===== src/rtl/piso_shifter_pkg.sv =====
`default_nettype none
// +----------------------------------------------------------------------------+
// | Package     : piso_pkg                                                     |
// | Description : Shared state encoding for the piso_shifter transmitter.      |
// | Revision    : 1.0 - initial release                                        |
// +----------------------------------------------------------------------------+
package piso_pkg;

  // PARITY is always part of the encoding so the state width is identical
  // whether or not the parity option is built in.
  typedef enum logic [1:0] {
    IDLE   = 2'd0,
    SHIFT  = 2'd1,
    PARITY = 2'd2,
    DONE   = 2'd3
  } piso_state_t;

  // Width of the bit counter for a given word width (at least one bit).
  function automatic int count_width(input int width);
    return (width <= 2) ? 1 : $clog2(width);
  endfunction

endpackage
`default_nettype wire


===== src/rtl/piso_shifter_if.sv =====
`default_nettype none
// +----------------------------------------------------------------------------+
// | Interface   : piso_shifter_if                                              |
// | Description : Load/ready handshake plus serial outputs of piso_shifter.    |
// |               master = producer/observer side, slave = the shifter.        |
// | Revision    : 1.0 - initial release                                        |
// +----------------------------------------------------------------------------+
interface piso_shifter_if #(
  parameter int WIDTH = 8
);
  logic             load;
  logic [WIDTH-1:0] data_in;
  logic             shift_en;
  logic             ready;
  logic             serial_out;
  logic             bit_valid;
  logic             done;

  modport master (
    output load, data_in, shift_en,
    input  ready, serial_out, bit_valid, done
  );

  modport slave (
    input  load, data_in, shift_en,
    output ready, serial_out, bit_valid, done
  );
endinterface
`default_nettype wire


===== src/rtl/piso_shifter_bit_counter.sv =====
`default_nettype none
// +----------------------------------------------------------------------------+
// | Module      : piso_bit_counter                                             |
// | Description : Clear/increment bit counter for piso_shifter with a          |
// |               terminal-count flag (count == WIDTH-1). Saturates at the     |
// |               terminal value and never wraps.                              |
// | Revision    : 1.0 - initial release                                        |
// +----------------------------------------------------------------------------+
module piso_bit_counter
  import piso_pkg::*;
#(
  parameter int WIDTH = 8
) (
  input  logic clock,
  input  logic reset,     // asynchronous, active-low
  input  logic clear,
  input  logic incr,
  output logic terminal
);

  localparam int CW = count_width(WIDTH);
  localparam logic [CW-1:0] LAST = CW'(WIDTH - 1);

  logic [CW-1:0] count;

  assign terminal = (count == LAST);

  // Count enabled shifts; hold at the terminal value so the count stays in range.
  always_ff @(posedge clock or negedge reset) begin
    if (!reset) begin
      count <= '0;
    end else if (clear) begin
      count <= '0;
    end else if (incr && !terminal) begin
      count <= count + 1'b1;
    end
  end

endmodule
`default_nettype wire


===== src/rtl/piso_shifter.sv =====
`default_nettype none
// +----------------------------------------------------------------------------+
// | Module      : piso_shifter                                                 |
// | Description : Parallel-in/serial-out transmitter. Accepts a WIDTH-bit word |
// |               on load && ready, emits one bit per shift_en cycle on        |
// |               serial_out with bit_valid, then pulses done for one cycle.   |
// |               Optional macro PISO_PARITY_EN appends an even-parity bit.    |
// | Revision    : 1.0 - initial release                                        |
// +----------------------------------------------------------------------------+
module piso_shifter
  import piso_pkg::*;
#(
  parameter int WIDTH     = 8,
  parameter bit LSB_FIRST = 1'b1
) (
  input  logic          clock,
  input  logic          reset,   // asynchronous, active-low
  piso_shifter_if.slave bus
);

  piso_state_t      state;
  logic [WIDTH-1:0] shift_reg;
  logic [WIDTH-1:0] shifted;
  logic             serial_q;
  logic             bit_valid_q;
  logic             done_q;
  logic             accept;
  logic             advance;
  logic             terminal;

  // Bit that goes out first from a given register image.
  function automatic logic head_bit(input logic [WIDTH-1:0] w);
    return LSB_FIRST ? w[0] : w[WIDTH-1];
  endfunction

  // Register image after one bit has been consumed.
  always_comb begin
    shifted = LSB_FIRST ? (shift_reg >> 1) : (shift_reg << 1);
  end

  assign accept  = (state == IDLE)  && bus.load;
  assign advance = (state == SHIFT) && bus.shift_en;

  piso_bit_counter #(
    .WIDTH (WIDTH)
  ) u_bit_counter (
    .clock    (clock),
    .reset    (reset),
    .clear    (accept),
    .incr     (advance),
    .terminal (terminal)
  );

  // ready is the only combinational output: a plain decode of IDLE.
  assign bus.ready      = (state == IDLE);
  assign bus.serial_out = serial_q;
  assign bus.bit_valid  = bit_valid_q;
  assign bus.done       = done_q;

`ifdef PISO_PARITY_EN
  logic parity_q;

  // Even parity of the word, captured together with the word itself.
  always_ff @(posedge clock or negedge reset) begin
    if (!reset) begin
      parity_q <= 1'b0;
    end else if (accept) begin
      parity_q <= ^bus.data_in;
    end
  end
`endif

  // Transfer FSM with registered serial_out / bit_valid / done.
  always_ff @(posedge clock or negedge reset) begin
    if (!reset) begin
      state       <= IDLE;
      shift_reg   <= '0;
      serial_q    <= 1'b0;
      bit_valid_q <= 1'b0;
      done_q      <= 1'b0;
    end else begin
      case (state)
        IDLE: begin
          done_q <= 1'b0;
          if (bus.load) begin
            shift_reg   <= bus.data_in;
            serial_q    <= head_bit(bus.data_in);
            bit_valid_q <= 1'b1;
            state       <= SHIFT;
          end
        end

        SHIFT: begin
          // shift_en low leaves everything untouched: the current bit is held.
          if (bus.shift_en) begin
            shift_reg <= shifted;
            if (terminal) begin
`ifdef PISO_PARITY_EN
              serial_q    <= parity_q;
              bit_valid_q <= 1'b1;
              state       <= PARITY;
`else
              serial_q    <= 1'b0;
              bit_valid_q <= 1'b0;
              done_q      <= 1'b1;
              state       <= DONE;
`endif
            end else begin
              serial_q <= head_bit(shifted);
            end
          end
        end

`ifdef PISO_PARITY_EN
        PARITY: begin
          if (bus.shift_en) begin
            serial_q    <= 1'b0;
            bit_valid_q <= 1'b0;
            done_q      <= 1'b1;
            state       <= DONE;
          end
        end
`endif

        DONE: begin
          done_q <= 1'b0;
          state  <= IDLE;
        end

        default: begin
          serial_q    <= 1'b0;
          bit_valid_q <= 1'b0;
          done_q      <= 1'b0;
          state       <= IDLE;
        end
      endcase
    end
  end

endmodule
`default_nettype wire


===== src/flat_wrapper.sv =====
// flat-port wrapper written by rule: the top's interface ports become plain ports
module piso_shifter_flat import piso_pkg::*;
#(
  parameter int WIDTH     = 8,
  parameter bit LSB_FIRST = 1'b1
)
  (clock, reset, bus_load, bus_data_in, bus_shift_en, bus_ready, bus_serial_out, bus_bit_valid, bus_done);
  piso_shifter_if #(.WIDTH(WIDTH)) bus_i ();
  input  logic clock;
  input  logic reset;
  input wire logic [$bits(bus_i.load)-1:0] bus_load;
  input wire logic [$bits(bus_i.data_in)-1:0] bus_data_in;
  input wire logic [$bits(bus_i.shift_en)-1:0] bus_shift_en;
  output wire logic [$bits(bus_i.ready)-1:0] bus_ready;
  output wire logic [$bits(bus_i.serial_out)-1:0] bus_serial_out;
  output wire logic [$bits(bus_i.bit_valid)-1:0] bus_bit_valid;
  output wire logic [$bits(bus_i.done)-1:0] bus_done;
  assign bus_i.load = bus_load;
  assign bus_i.data_in = bus_data_in;
  assign bus_i.shift_en = bus_shift_en;
  assign bus_ready = bus_i.ready;
  assign bus_serial_out = bus_i.serial_out;
  assign bus_bit_valid = bus_i.bit_valid;
  assign bus_done = bus_i.done;
  piso_shifter #(.WIDTH(WIDTH), .LSB_FIRST(LSB_FIRST)) u_core (.clock(clock), .reset(reset), .bus(bus_i));
endmodule

===== config.mk =====
export PLATFORM = sky130hd
export DESIGN_NAME = piso_shifter_flat
export DESIGN_NICKNAME = d
export VERILOG_FILES = /design/src/rtl/piso_shifter_pkg.sv /design/src/rtl/piso_shifter_if.sv /design/src/rtl/piso_shifter_bit_counter.sv /design/src/rtl/piso_shifter.sv /design/src/flat_wrapper.sv
export SDC_FILE = /design/constraint.sdc
export NUM_CORES = 1
export LEC_CHECK = 0
export BUFFER_PORTS_ARGS = -buffer_cell sky130_fd_sc_hd__buf_4
export CAP_MARGIN = 20
export CELL_PAD_IN_SITES_DETAIL_PLACEMENT = 1
export CELL_PAD_IN_SITES_GLOBAL_PLACEMENT = 1
export CORE_MARGIN = 2
export CORE_UTILIZATION = 47
export CTS_BUF_LIST = sky130_fd_sc_hd__clkbuf_4 sky130_fd_sc_hd__clkbuf_8
export CTS_CLUSTER_DIAMETER = 30
export DETAILED_ROUTE_END_ITERATION = 10
export GPL_ROUTABILITY_DRIVEN = 0
export HOLD_SLACK_MARGIN = 0.1
export PLACE_DENSITY = 0.84
export SYNTH_ARGS = -nofsm -noshare
export SYNTH_HDL_FRONTEND = slang
export SYNTH_SLANG_ARGS = --single-unit

===== constraint.sdc =====
create_clock -name clock -period 3.55 [get_ports clock]
set_input_delay 0.5325 -clock clock [delete_from_list [all_inputs] [get_ports clock]]
set_output_delay 0.5325 -clock clock [all_outputs]
set_load 0.01 [all_outputs]

======== After elaboration in Yosys (flattened, before gate mapping) ========
Index checks and enable logic that the tools add are counted.
word-level totals
  memories ................................ 0
  word-level logic and storage cells ...... 46
  output and inout bits ................... 4
  latch bits .............................. 0
  bits in registers ....................... 16
  bits in writable memories ............... 0
  bits in read-only memories .............. 0
cells by class
  div/mod/pow operators ................... 0
  order comparisons ....................... 0
  $add $sub $neg .......................... 1
  multipliers ............................. 0
  shift-type cells ........................ 0
  equal/unequal tests ..................... 6
  muxes and demuxes ....................... 20
  bitwise logic cells ..................... 1
  reduce and logical (&&, ||, !) cells .... 12
operators with widths
  kind                 count
  $mux 8               2
  $pmux 8 s2           1
  $mux 1               9
  $reduce_and 3->1     3
  $mux 2               3
  $mux 3               2
  $ne 2x2->1 const B   3
  $pmux 1 s3           2
  $pmux 2 s2           1
  $reduce_and 4->1     1
  $reduce_bool 2->1    2
  $add 3x1->3 const B  1
  $eq 3x3->1 const B   1
  $logic_and 1x1->1    3
  $eq 2x1->1 const B   1
  $eq 2x2->1 const B   1
  $logic_not 2->1      1
  $reduce_and 2->1     1
  $logic_not 1->1      1
  $not 1->1            1

======== Logic depth before layout (Yosys ltp) ========
Gate-level depths: netlist (run 1).
  word-level depth ........................ 5
  depth in mapped cells ................... 5

======== By module ========
Synthesis (run 1) repeated with hierarchy kept, for this count alone.
unflattened totals
  cells, all modules ...................... 67
  area, all modules ....................... 824.5 µm²
modules (own cells, without submodules)
  module            area an instance (µm²)  instances  sequential area each (µm²)  cells an instance
  piso_shifter      640.6                   1          300.3                       52
  piso_bit_counter  183.9                   1          75.1                        15

======== Worst setup path before layout (run 1) ========
Ideal clock, no wire load.
  kind .................................... flip-flop to flip-flop
  start ................................... register u_core.u_bit_counter.count[0]
  end ..................................... register u_core.u_bit_counter.count[1]
  library setup time ...................... 0.135 ns
  data arrival time ....................... 1.338 ns
  period minus slack after synthesis ...... 1.473 ns
  slack ................................... 2.077 ns
  data required time ...................... 3.415 ns
  stages on the path, launching flop included .. 6
  path through ............................ dfrtp_1 > ha_1 > ha_1 > and4bb_2 > mux2i_1 > nor2_1
between the ends
  longest elaborated chain between the ends .. 4
  elaborated cells between the ends (all ways) .. 7
  those cells by class .................... 1 x add/sub; 1 x eq/ne; 2 x mux; 3 x reduce/logical
RTL lines
  item                                                 RTL line                        source
  start: declaration                                   piso_shifter_bit_counter.sv:24  logic [CW-1:0] count;
  start signal: assignment                             piso_shifter_bit_counter.sv:35  count <= count + 1'b1;
  branches (longest 4 deep; another with $add 3x1->3)  --
Parallel ways; which one is timed is not known. The select of a mux whose other input is x is not followed.
A chain may end at the register's enable or synchronous reset.

======== Worst setup path after layout (run 1) ========
  start ................................... register u_core.state[1]
  end ..................................... output port bus_ready
between the ends
  longest elaborated chain between the ends .. 1
RTL lines
  item                      RTL line             source
  start: declaration        piso_shifter.sv:21   piso_state_t state;
  start signal: assignment  piso_shifter.sv:76   state <= IDLE;
  start signal: assignment  piso_shifter.sv:89   state <= SHIFT;
  start signal: assignment  piso_shifter.sv:106  state <= DONE;
  $logic_not 2->1           piso_shifter.sv:55   assign bus.ready = (state == IDLE);
  end: declaration          flat_wrapper.sv:14   output wire logic [$bits(bus_i.ready)-1:0] bus_ready;
Every way passes these cells.

==> results.py, run 1 <==
metrics = {
    "status": {
        "status": "completed",
    },
    "floorplanning": {
        "die_h_um": 44.7,
        "die_area_sq_um": 2000,
        "row_count": 14,
        "die_w_um": 44.7,
        "coreArea_sq_um": 1520,
        "initial_core_util": 0.511,
        "pin_count": 16,
    },
    "grt": {
        "grt_pass1_vias": 579,
        "antenna_found_initial": 0,
        "overflow": 0,
        "grt_pass1_wl_um": 2390,
        "grt_use_total": 0.168,
        "grt_max_degree": 16,
    },
    "worst_setup_path": {
        "critPathSlowestCell": "dfrtp_1",
        "worstPathRequired_ps": 3020,
        "slowest_delay_ps": 540,
        "cp.arrival_ps": 1160,
        "cp_cell_sequence": "nor2_1 -> buf_4",
        "crit_fanout": 13,
        "cp-end-kind": "output pin",
        "start_kind": "register",
        "critPathKind": "reg2out",
    },
    "clock_network": {
        "h-tree-depth": 1,
        "cts.sinks": 15,
        "cts_resized": 0,
        "cts_buffer_depth": 2,
        "cts_setup_buffers": 0,
        "clock_latency_ps": 270,
        "root_buffer": "clkbuf_4",
        "postCtsHoldBufs": 1,
        "cts_tree": "done",
        "cts_buffers": 3,
        "clk_pin_slew_worst_paths_ps": 90,
    },
    "routing": {
        "finalWirelength_um": 1350,
        "drc": 0,
        "first_pass_iters": 2,
        "wire_per_inst_um": 14.0,
        "vias": 527,
        "routed_via_density": 5.49,
        "drtIter0Drc": 3,
        "ant_nets": 0,
    },
    "synth": {
        "synthCells": 63,
        "avgSynthCellArea_sq_um": 12.4,
        "yosysWarnings": 0,
        "synth_area_leader_cell": "dfrtp_1",
        "syn_area_sq_um": 778,
        "synth.top_cell.area_share": 0.482,
        "synth-async-reset-ratio": 1.00,
        "synth_nets": 77,
        "synth.top_cells.by_count": "dfrtp_1, mux2_2, nor2_1",
        "synth-main-ff-cell": "dfrtp_1",
        "ys_seq_elements": 15,
        "synth-edff-count": 0,
        "ys_top_cells_by_area": "dfrtp_1, mux2_4, mux2_2",
        "synth-seq-area-share": 0.482,
        "synth_cell_type_count": 20,
        "post-synth-top-count-cell": "dfrtp_1",
    },
    "place": {
        "dp_hpwl_um": 992,
        "dp.cells": 91,
        "port_buffers": 15,
    },
    "hold_path": {
        "min_path_type": "in2reg",
    },
    "layout": {
        "fin_nets": 95,
        "largest_reg_flops": 7,
        "layoutNonFillerInstCount": 96,
        "post-route-util": 0.607,
        "num_antenna_cells": 0,
        "syn2layout_area_growth_pct": 18.8,
        "drive_above_1_share": 0.425,
    },
    "timing": {
        "drv_slew": 0,
        "timing.fmax_mhz": 590,
        "setup_violations": 0,
        "max_slew.worst_pin.slew_ps": 522,
        "finalHoldViolations": 0,
        "fin_tns_setup_ps": 0,
        "timing.final.crit_period_ps": 1690,
        "rsz0062_at_grt": "no",
        "worst_clock_skew_ps": 0.661,
        "slew_headroom": 0.651,
        "finalCritPeriodShare": 0.477,
    },
    "power": {
        "finalPower_uw": 693,
        "p_leak_nw": 0.485,
        "power_density_nw_per_um2": 749,
        "worst_ir_drop_vdd_uv": 329,
    },
    "job": {
        "cap_violations": 0,
    },
}
per-layer routing:
metal,up-vias,track usage,part of all wire
met5,-,0,0
met4,0,0.0909,0.0067
met3,2,0.0240,0.047
met2,11,0.275,0.49
met1,260,0.212,0.46
li1,254,-,-
critical path, delay by kind of cell (launching register included):
kind,cells,cell delay (ps)
buf+inv,1,150
simple gates,1,200
flops,1,540
worst paths after layout:
check | end | slack [ps] | cells past startpoint | start
setup / recovery | bus_ready | 1860 | 2 | u_core.state[1]
hold / removal | u_core.shift_reg[7] | 440 | 3 | bus_data_in[7]
setup reg to reg | u_core.shift_reg[2] | 1940 | 3 | u_core.state[0]
hold reg to reg | u_core.shift_reg[1] | 520 | 1 | u_core.shift_reg[1]
max in group asynchronous | u_core.shift_reg[2] | 2750 | 2 | reset
min in group asynchronous | u_core.bus.bit_valid | 630 | 2 | reset
cells in the final DEF, fill, tap and decap left out, drive strengths merged:
master,Yosys,routed
buf,2,15
o21ai,3,3
mux2i,3,3
inv,1,1
nor3b,1,1
and4bb,1,1
nand2,4,4
nor2,7,7
ha,2,2
dfrtp,15,15
xnor2,1,1
dlygate4sd3,0,1
nor2b,1,1
clkbuf,1,4
nor3,2,2
mux2,13,13
nand2b,1,1
nor4bb,1,1
a21oi,3,3
o2bb2ai,1,1
area by class of cell:
type                    count  area, sq um
clock buffers               4         30.0
fillers                   163          599
inverters                   1         3.75
multi-input cells          44          373
flip-flops and latches     15          375
well taps                  16         20.0
repair buffers             16          123
kinds of logic (layout without fill, tap and decap cells):
logic type	after synthesis	after routing	share of synthesized area
mux	16	16	0.256
flops	15	15	0.482
simple gates	18	18	0.130
xor+xnor	1	1	0.0113
buf+inv	4	21	0.0386
fa+ha+maj	2	2	0.0321
compound gates	7	7	0.0498
report_power, final:
part	switching [mW]	internal, mW	total [mW]	leakage (nW)
Sequential	0.0504	0.240	0.290	0.191
Clock	0.0535	0.0512	0.105	0.0184
Combinational	0.115	0.183	0.298	0.276
Total	0.219	0.474	0.693	0.485
per-stage QoR:
| stage | worst slack (ps) | area, sq um | hold WS, ps |
|---|---|---|---|
| 2_1_floorplan | 2080 | 778 | 237 |
| 3_3_place_gp | 1930 | 885 | 400 |
| 3_5_place_dp | 1900 | 885 | 397 |
| 4_1_cts | 1830 | 925 | 436 |
| 5_1_grt | 1760 | 925 | 442 |
| 6_report | 1860 | 925 | 444 |
No activity file was read; power rests on OpenSTA's default activity.
==> inputs of run 2 (changes only) <==
--- a/config.mk
+++ b/config.mk
@@ -10,13 +10,13 @@
 export CELL_PAD_IN_SITES_DETAIL_PLACEMENT = 1
 export CELL_PAD_IN_SITES_GLOBAL_PLACEMENT = 1
 export CORE_MARGIN = 2
-export CORE_UTILIZATION = 47
+export CORE_UTILIZATION = 39
 export CTS_BUF_LIST = sky130_fd_sc_hd__clkbuf_4 sky130_fd_sc_hd__clkbuf_8
 export CTS_CLUSTER_DIAMETER = 30
 export DETAILED_ROUTE_END_ITERATION = 10
 export GPL_ROUTABILITY_DRIVEN = 0
 export HOLD_SLACK_MARGIN = 0.1
-export PLACE_DENSITY = 0.84
+export PLACE_DENSITY = 0.74
 export SYNTH_ARGS = -nofsm -noshare
 export SYNTH_HDL_FRONTEND = slang
 export SYNTH_SLANG_ARGS = --single-unit
==> constraint.sdc (replaced) <==
create_clock -name clock -period 1.49 [get_ports clock]
set_input_delay 0.2235 -clock clock [delete_from_list [all_inputs] [get_ports clock]]
set_output_delay 0.2235 -clock clock [all_outputs]
set_load 0.01 [all_outputs]
==> run 2 against run 1 <==
Setup slack got worse by 1800 ps. Routed wire length increased by 35%. Critical path depth increased by 3. Power increased to 2.8 times the previous value. Sequential share of layout area decreased by 5.0 points. Count of clock-buffer cells in the layout unchanged. Clock skew increased by 5.4 ps.
==> results.py, run 2 (same netlist as run 1, synthesis figures left out) <==
metrics = {
    "status": {
        "status": "completed",
    },
    "routing": {
        "wire_per_inst_um": 15.6,
        "first_pass_iters": 4,
        "vias": 563,
        "ant_nets": 0,
        "routed_via_density": 4.81,
        "drtIter0Drc": 6,
        "drc": 0,
        "finalWirelength_um": 1820,
    },
    "clock_network": {
        "root_buffer": "clkbuf_4",
        "cts_buffer_depth": 2,
        "h-tree-depth": 1,
        "cts.sinks": 15,
        "cts_buffers": 3,
        "clk_pin_slew_worst_paths_ps": 80,
        "clock_latency_ps": 290,
        "cts_tree": "done",
    },
    "floorplanning": {
        "die_area_sq_um": 2370,
        "die_w_um": 48.7,
        "coreArea_sq_um": 1920,
        "initial_core_util": 0.405,
        "row_count": 16,
        "pin_count": 16,
        "die_h_um": 48.7,
    },
    "power": {
        "p_leak_nw": 0.536,
        "worst_ir_drop_vdd_uv": 859,
        "power_density_nw_per_um2": 1820,
    },
    "timing": {
        "rsz0062_at_grt": "yes",
        "timing.final.crit_period_ps": 1470,
        "holdWs_ps": 129,
        "setup_violations": 0,
        "fin_ws_ps": 17.8,
        "finalHoldViolations": 0,
        "worst_clock_skew_ps": 6.09,
        "timing.fmax_mhz": 679,
        "fin_tns_setup_ps": 0,
        "slew_headroom": 0.833,
        "finalCritPeriodShare": 0.988,
        "max_slew.worst_pin.slew_ps": 250,
        "drv_slew": 0,
    },
    "place": {
        "place_area_sq_um": 936,
        "pre_cts_ws_ps": -43.0,
        "port_buffers": 15,
        "dp_hpwl_um": 1170,
    },
    "job": {
        "cap_violations": 0,
    },
    "layout": {
        "largest_reg_flops": 7,
        "final_area_sq_um": 1050,
        "mostFrequentLayoutCell": "buf_4",
        "layout_common_cells": "buf_4, dfrtp_1, nor2_1, mux2_2, mux2_4",
        "drive_above_1_share": 0.544,
        "syn2layout_area_growth_pct": 35.5,
        "post-route-util": 0.549,
        "fin_nets": 105,
        "num_antenna_cells": 0,
    },
    "worst_setup_path": {
        "crit_path_start": "u_core.u_bit_counter.count[1]",
        "r2r-start": "u_core.u_bit_counter.count[1]",
        "slowest_delay_ps": 400,
        "critPathSlowestCell": "dfrtp_1",
        "start_kind": "register",
        "reg2regPathDepth": 5,
        "crit_fanout": 3,
        "worstPathRequired_ps": 1670,
        "cp.arrival_ps": 1650,
        "r2r-end": "u_core.u_bit_counter.count[2]",
        "r2r_setup_slack_ps": 20,
        "cp_cell_sequence": "ha_2 -> ha_4 -> and4bb_2 -> mux2i_1 -> nor2_1",
        "cp-end-kind": "register",
        "endpoint": "u_core.u_bit_counter.count[2]",
        "critPathKind": "reg2reg",
    },
    "grt": {
        "antenna_found_initial": 0,
        "grt_util_met3": 0.0617,
        "grt_pass1_wl_um": 2910,
        "grtUsageMet2": 0.283,
        "overflow": 0,
        "grt_use_total": 0.169,
        "grt_pass1_vias": 616,
        "grt_max_degree": 16,
        "busiest_layer": "met2",
        "met1_usage": 0.192,
    },
    "hold_path": {
        "min_path_type": "in2reg",
    },
}
run 2: cell types whose count changed in the layout (fill, tap and decap cells not counted):
cell      before  now
a21oi_1        3    2
a21oi_2        0    1
buf_4         15   24
buf_6          0    1
ha_1           2    0
ha_2           0    1
ha_4           0    1
nor4bb_1       1    0
nor4bb_4       0    1
o21ai_0        3    2
o21ai_2        0    1
run 2: area by class of cell:
type	count	area, sq um
clock buffers	4	30.0
fillers	221	867
inverters	1	3.75
multi-input cells	44	410
flip-flops and latches	15	375
well taps	27	33.8
repair buffers	26	201
run 2: worst max-delay path, delay by kind of cell, from the launching register on:
family | cells | cell delay (ps)
muxes | 1 | 200
and+or+nand+nor | 2 | 410
DFF | 1 | 400
adders and majority gates | 2 | 370
run 2: what timing repair did:
action | CTS | global route
resized for setup | 6 | 3
pin swaps | 3 | 2
setup endpoints to repair | 3 | 4
buffers inserted | 0 | 5
hold endpoints to repair | 15 | 0
hold buffers | 1 | 0
run 2: worst min-delay path by stage:
stage	startpoint	to	slack (ps)	depth (start not counted)
2_1_floorplan	reset	u_core.bus.bit_valid	-70	0
3_3_place_gp	reset	u_core.bus.done	90	1
3_5_place_dp	reset	u_core.bus.done	90	1
4_1_cts	bus_data_in[7]	u_core.shift_reg[7]	110	3
5_1_grt	bus_data_in[7]	u_core.shift_reg[7]	120	3
6_report	bus_data_in[7]	u_core.shift_reg[7]	130	3
run 2: report_power, final:
part	switching [mW]	internal, mW	leakage (nW)
registers	0.119	0.572	0.191
clock network	0.129	0.122	0.0184
logic	0.374	0.600	0.327
run 2: per-stage QoR:
| step | std cells | power (mW) |
|---|---|---|
| after detailed placement | 107 | 1.48 |
| after global placement | 107 | 1.43 |
| after global routing | 117 | 2.08 |
| after floorplan | 63 | 1.26 |
| final | 117 | 1.92 |
| after CTS | 112 | 1.81 |
run 2: layer usage:
layer / part of all wire / routed length, um / vias up
met1: 0.41 / 741 / 276
met4: 0.0082 / 15 / 0
li1: - / - / 273
met3: 0.041 / 75 / 2
met2: 0.54 / 991 / 12
met5: 0 / 0 / -
==> inputs of run 3 (changes only) <==
--- a/config.mk
+++ b/config.mk
@@ -5,7 +5,7 @@
 export SDC_FILE = /design/constraint.sdc
 export NUM_CORES = 1
 export LEC_CHECK = 0
-export BUFFER_PORTS_ARGS = -buffer_cell sky130_fd_sc_hd__buf_4
+export BUFFER_PORTS_ARGS = -buffer_cell sky130_fd_sc_hd__buf_2
 export CAP_MARGIN = 20
 export CELL_PAD_IN_SITES_DETAIL_PLACEMENT = 1
 export CELL_PAD_IN_SITES_GLOBAL_PLACEMENT = 1
==> run 3 against run 2 <==
Final cell count shrank 1.7%. Count of clock-buffer cells in the layout is 1 lower. Global-route usage decreased by 1.2 points. Maximum frequency barely moved. Die area unchanged. Critical endpoint unchanged. Highest routed layer is now met3.
==> results.py, run 3 (same netlist as run 1, synthesis figures left out) <==
metrics = {
    "status": {
        "status": "completed",
    },
    "grt": {
        "grt_max_degree": 16,
        "grt_pass1_vias": 604,
        "grtUsageMet2": 0.249,
        "antenna_found_initial": 0,
        "busiest_layer": "met2",
        "grt_pass1_wl_um": 2790,
        "grt_util_met3": 0.0278,
        "met1_usage": 0.207,
        "grt_use_total": 0.156,
        "overflow": 0,
    },
    "hold_path": {
        "min_path_type": "in2reg",
        "hold_end": "u_core.shift_reg[7]",
        "hold_depth": 3,
        "hold_path_startpoint": "bus_data_in[7]",
    },
    "power": {
        "power_density_nw_per_um2": 1820,
        "p_leak_nw": 0.510,
        "finalPower_mw": 1.77,
        "worst_ir_drop_vdd_uv": 776,
    },
    "place": {
        "dp.cells": 107,
        "dp_hpwl_um": 1110,
        "port_buffers": 15,
        "pre_cts_ws_ps": -14.7,
    },
    "timing": {
        "finalCritPeriodShare": 0.988,
        "finalHoldViolations": 0,
        "timing.fmax_mhz": 679,
        "fin_ws_ps": 17.2,
        "timing.final.crit_period_ps": 1470,
        "worst_clock_skew_ps": 6.16,
        "slew_headroom": 0.764,
        "drv_slew": 0,
        "rsz0062_at_grt": "yes",
        "setup_violations": 0,
        "max_slew.worst_pin.slew_ps": 354,
    },
    "clock_network": {
        "root_buffer": "clkbuf_4",
        "cts_buffers": 3,
        "clk_pin_slew_worst_paths_ps": 90,
        "cts.sinks": 15,
        "h-tree-depth": 1,
        "cts_tree": "done",
        "clock_latency_ps": 290,
        "cts_buffer_depth": 2,
    },
    "floorplanning": {
        "row_count": 16,
        "die_w_um": 48.7,
        "die_area_sq_um": 2370,
        "coreArea_sq_um": 1920,
        "die_h_um": 48.7,
        "pin_count": 16,
        "initial_core_util": 0.405,
    },
    "routing": {
        "finalWirelength_um": 1570,
        "ant_nets": 0,
        "routed_via_density": 4.89,
        "drc": 0,
        "wire_per_inst_um": 13.7,
        "drtIter0Drc": 1,
        "vias": 562,
        "first_pass_iters": 4,
    },
    "layout": {
        "fin_nets": 103,
        "layout_common_cells": "buf_2, dfrtp_1, buf_4",
        "syn2layout_area_growth_pct": 24.9,
        "layoutNonFillerInstCount": 115,
        "largest_reg_flops": 7,
        "num_antenna_cells": 0,
        "n_fill_cell": 228,
        "post-route-util": 0.506,
        "drive_above_1_share": 0.523,
    },
    "worst_setup_path": {
        "r2r_setup_slack_ps": 20,
        "reg2regPathDepth": 5,
        "crit_path_start": "u_core.u_bit_counter.count[0]",
        "critPathKind": "reg2reg",
        "cp.arrival_ps": 1650,
        "r2r-end": "u_core.u_bit_counter.count[2]",
        "start_kind": "register",
        "worstPathRequired_ps": 1670,
        "crit_fanout": 3,
        "cp-end-kind": "register",
        "r2r-start": "u_core.u_bit_counter.count[0]",
    },
    "job": {
        "cap_violations": 0,
    },
}
run 3: layout make-up:
type / count / area (sq um) / area share
timing repair buffer: 24 / 145 / 0.149
clock inverter: 1 / 5.00 / 0.00515
clock buffer: 3 / 22.5 / 0.0232
multi-input combinational: 44 / 387 / 0.398
tap: 27 / 33.8 / 0.0347
sequential: 15 / 375 / 0.386
inverter: 1 / 3.75 / 0.00386
run 3: stage by stage:
stage	hold slack [ps]	setup TNS (ps)	cell area [sq um]
after floorplan	-72.1	0	778
after global placement	149	0	898
after detailed placement	154	-14.7	898
after CTS	116	0	946
after global routing	120	-139	972
final	126	0	972
run 3: how the worst max path moves through the flow:
stage	end	slack, ps	cells after the start
2_1_floorplan	u_core.u_bit_counter.count[1]	20	5
3_3_place_gp	u_core.u_bit_counter.count[1]	40	5
3_5_place_dp	u_core.u_bit_counter.count[2]	-10	5
4_1_cts	u_core.u_bit_counter.count[2]	5	5
5_1_grt	u_core.u_bit_counter.count[2]	-70	5
6_report	u_core.u_bit_counter.count[2]	20	5
run 3: worst max-delay path, stage by stage (launching register included):
cell and delay (ps):
dfrtp_1 400, ha_2 180, ha_2 170, and4bb_2 360, mux2i_1 200, nor2_1 70
run 3: layer usage:
metal	wire, um	vias to the layer above
met5	0	-
met1	713	284
met3	54	0
met2	803	10
met4	0	0
li1	-	268
run 3: power by group:
| part | internal, mW | switching, mW | total [mW] |
|---|---|---|---|
| Combinational | 0.513 | 0.337 | 0.851 |
| Sequential | 0.571 | 0.104 | 0.675 |
| Clock | 0.0997 | 0.141 | 0.241 |
| Total | 1.18 | 0.582 | 1.77 |
run 3: what timing repair did:
item | 4_1_cts | 5_1_grt
gates resized for setup | 1 | 3
pin swaps | 1 | 2
hold endpoints to repair | 15 | 0
setup endpoints to repair | 2 | 5
hold buffers | 1 | 0
setup buffers | 1 | 2
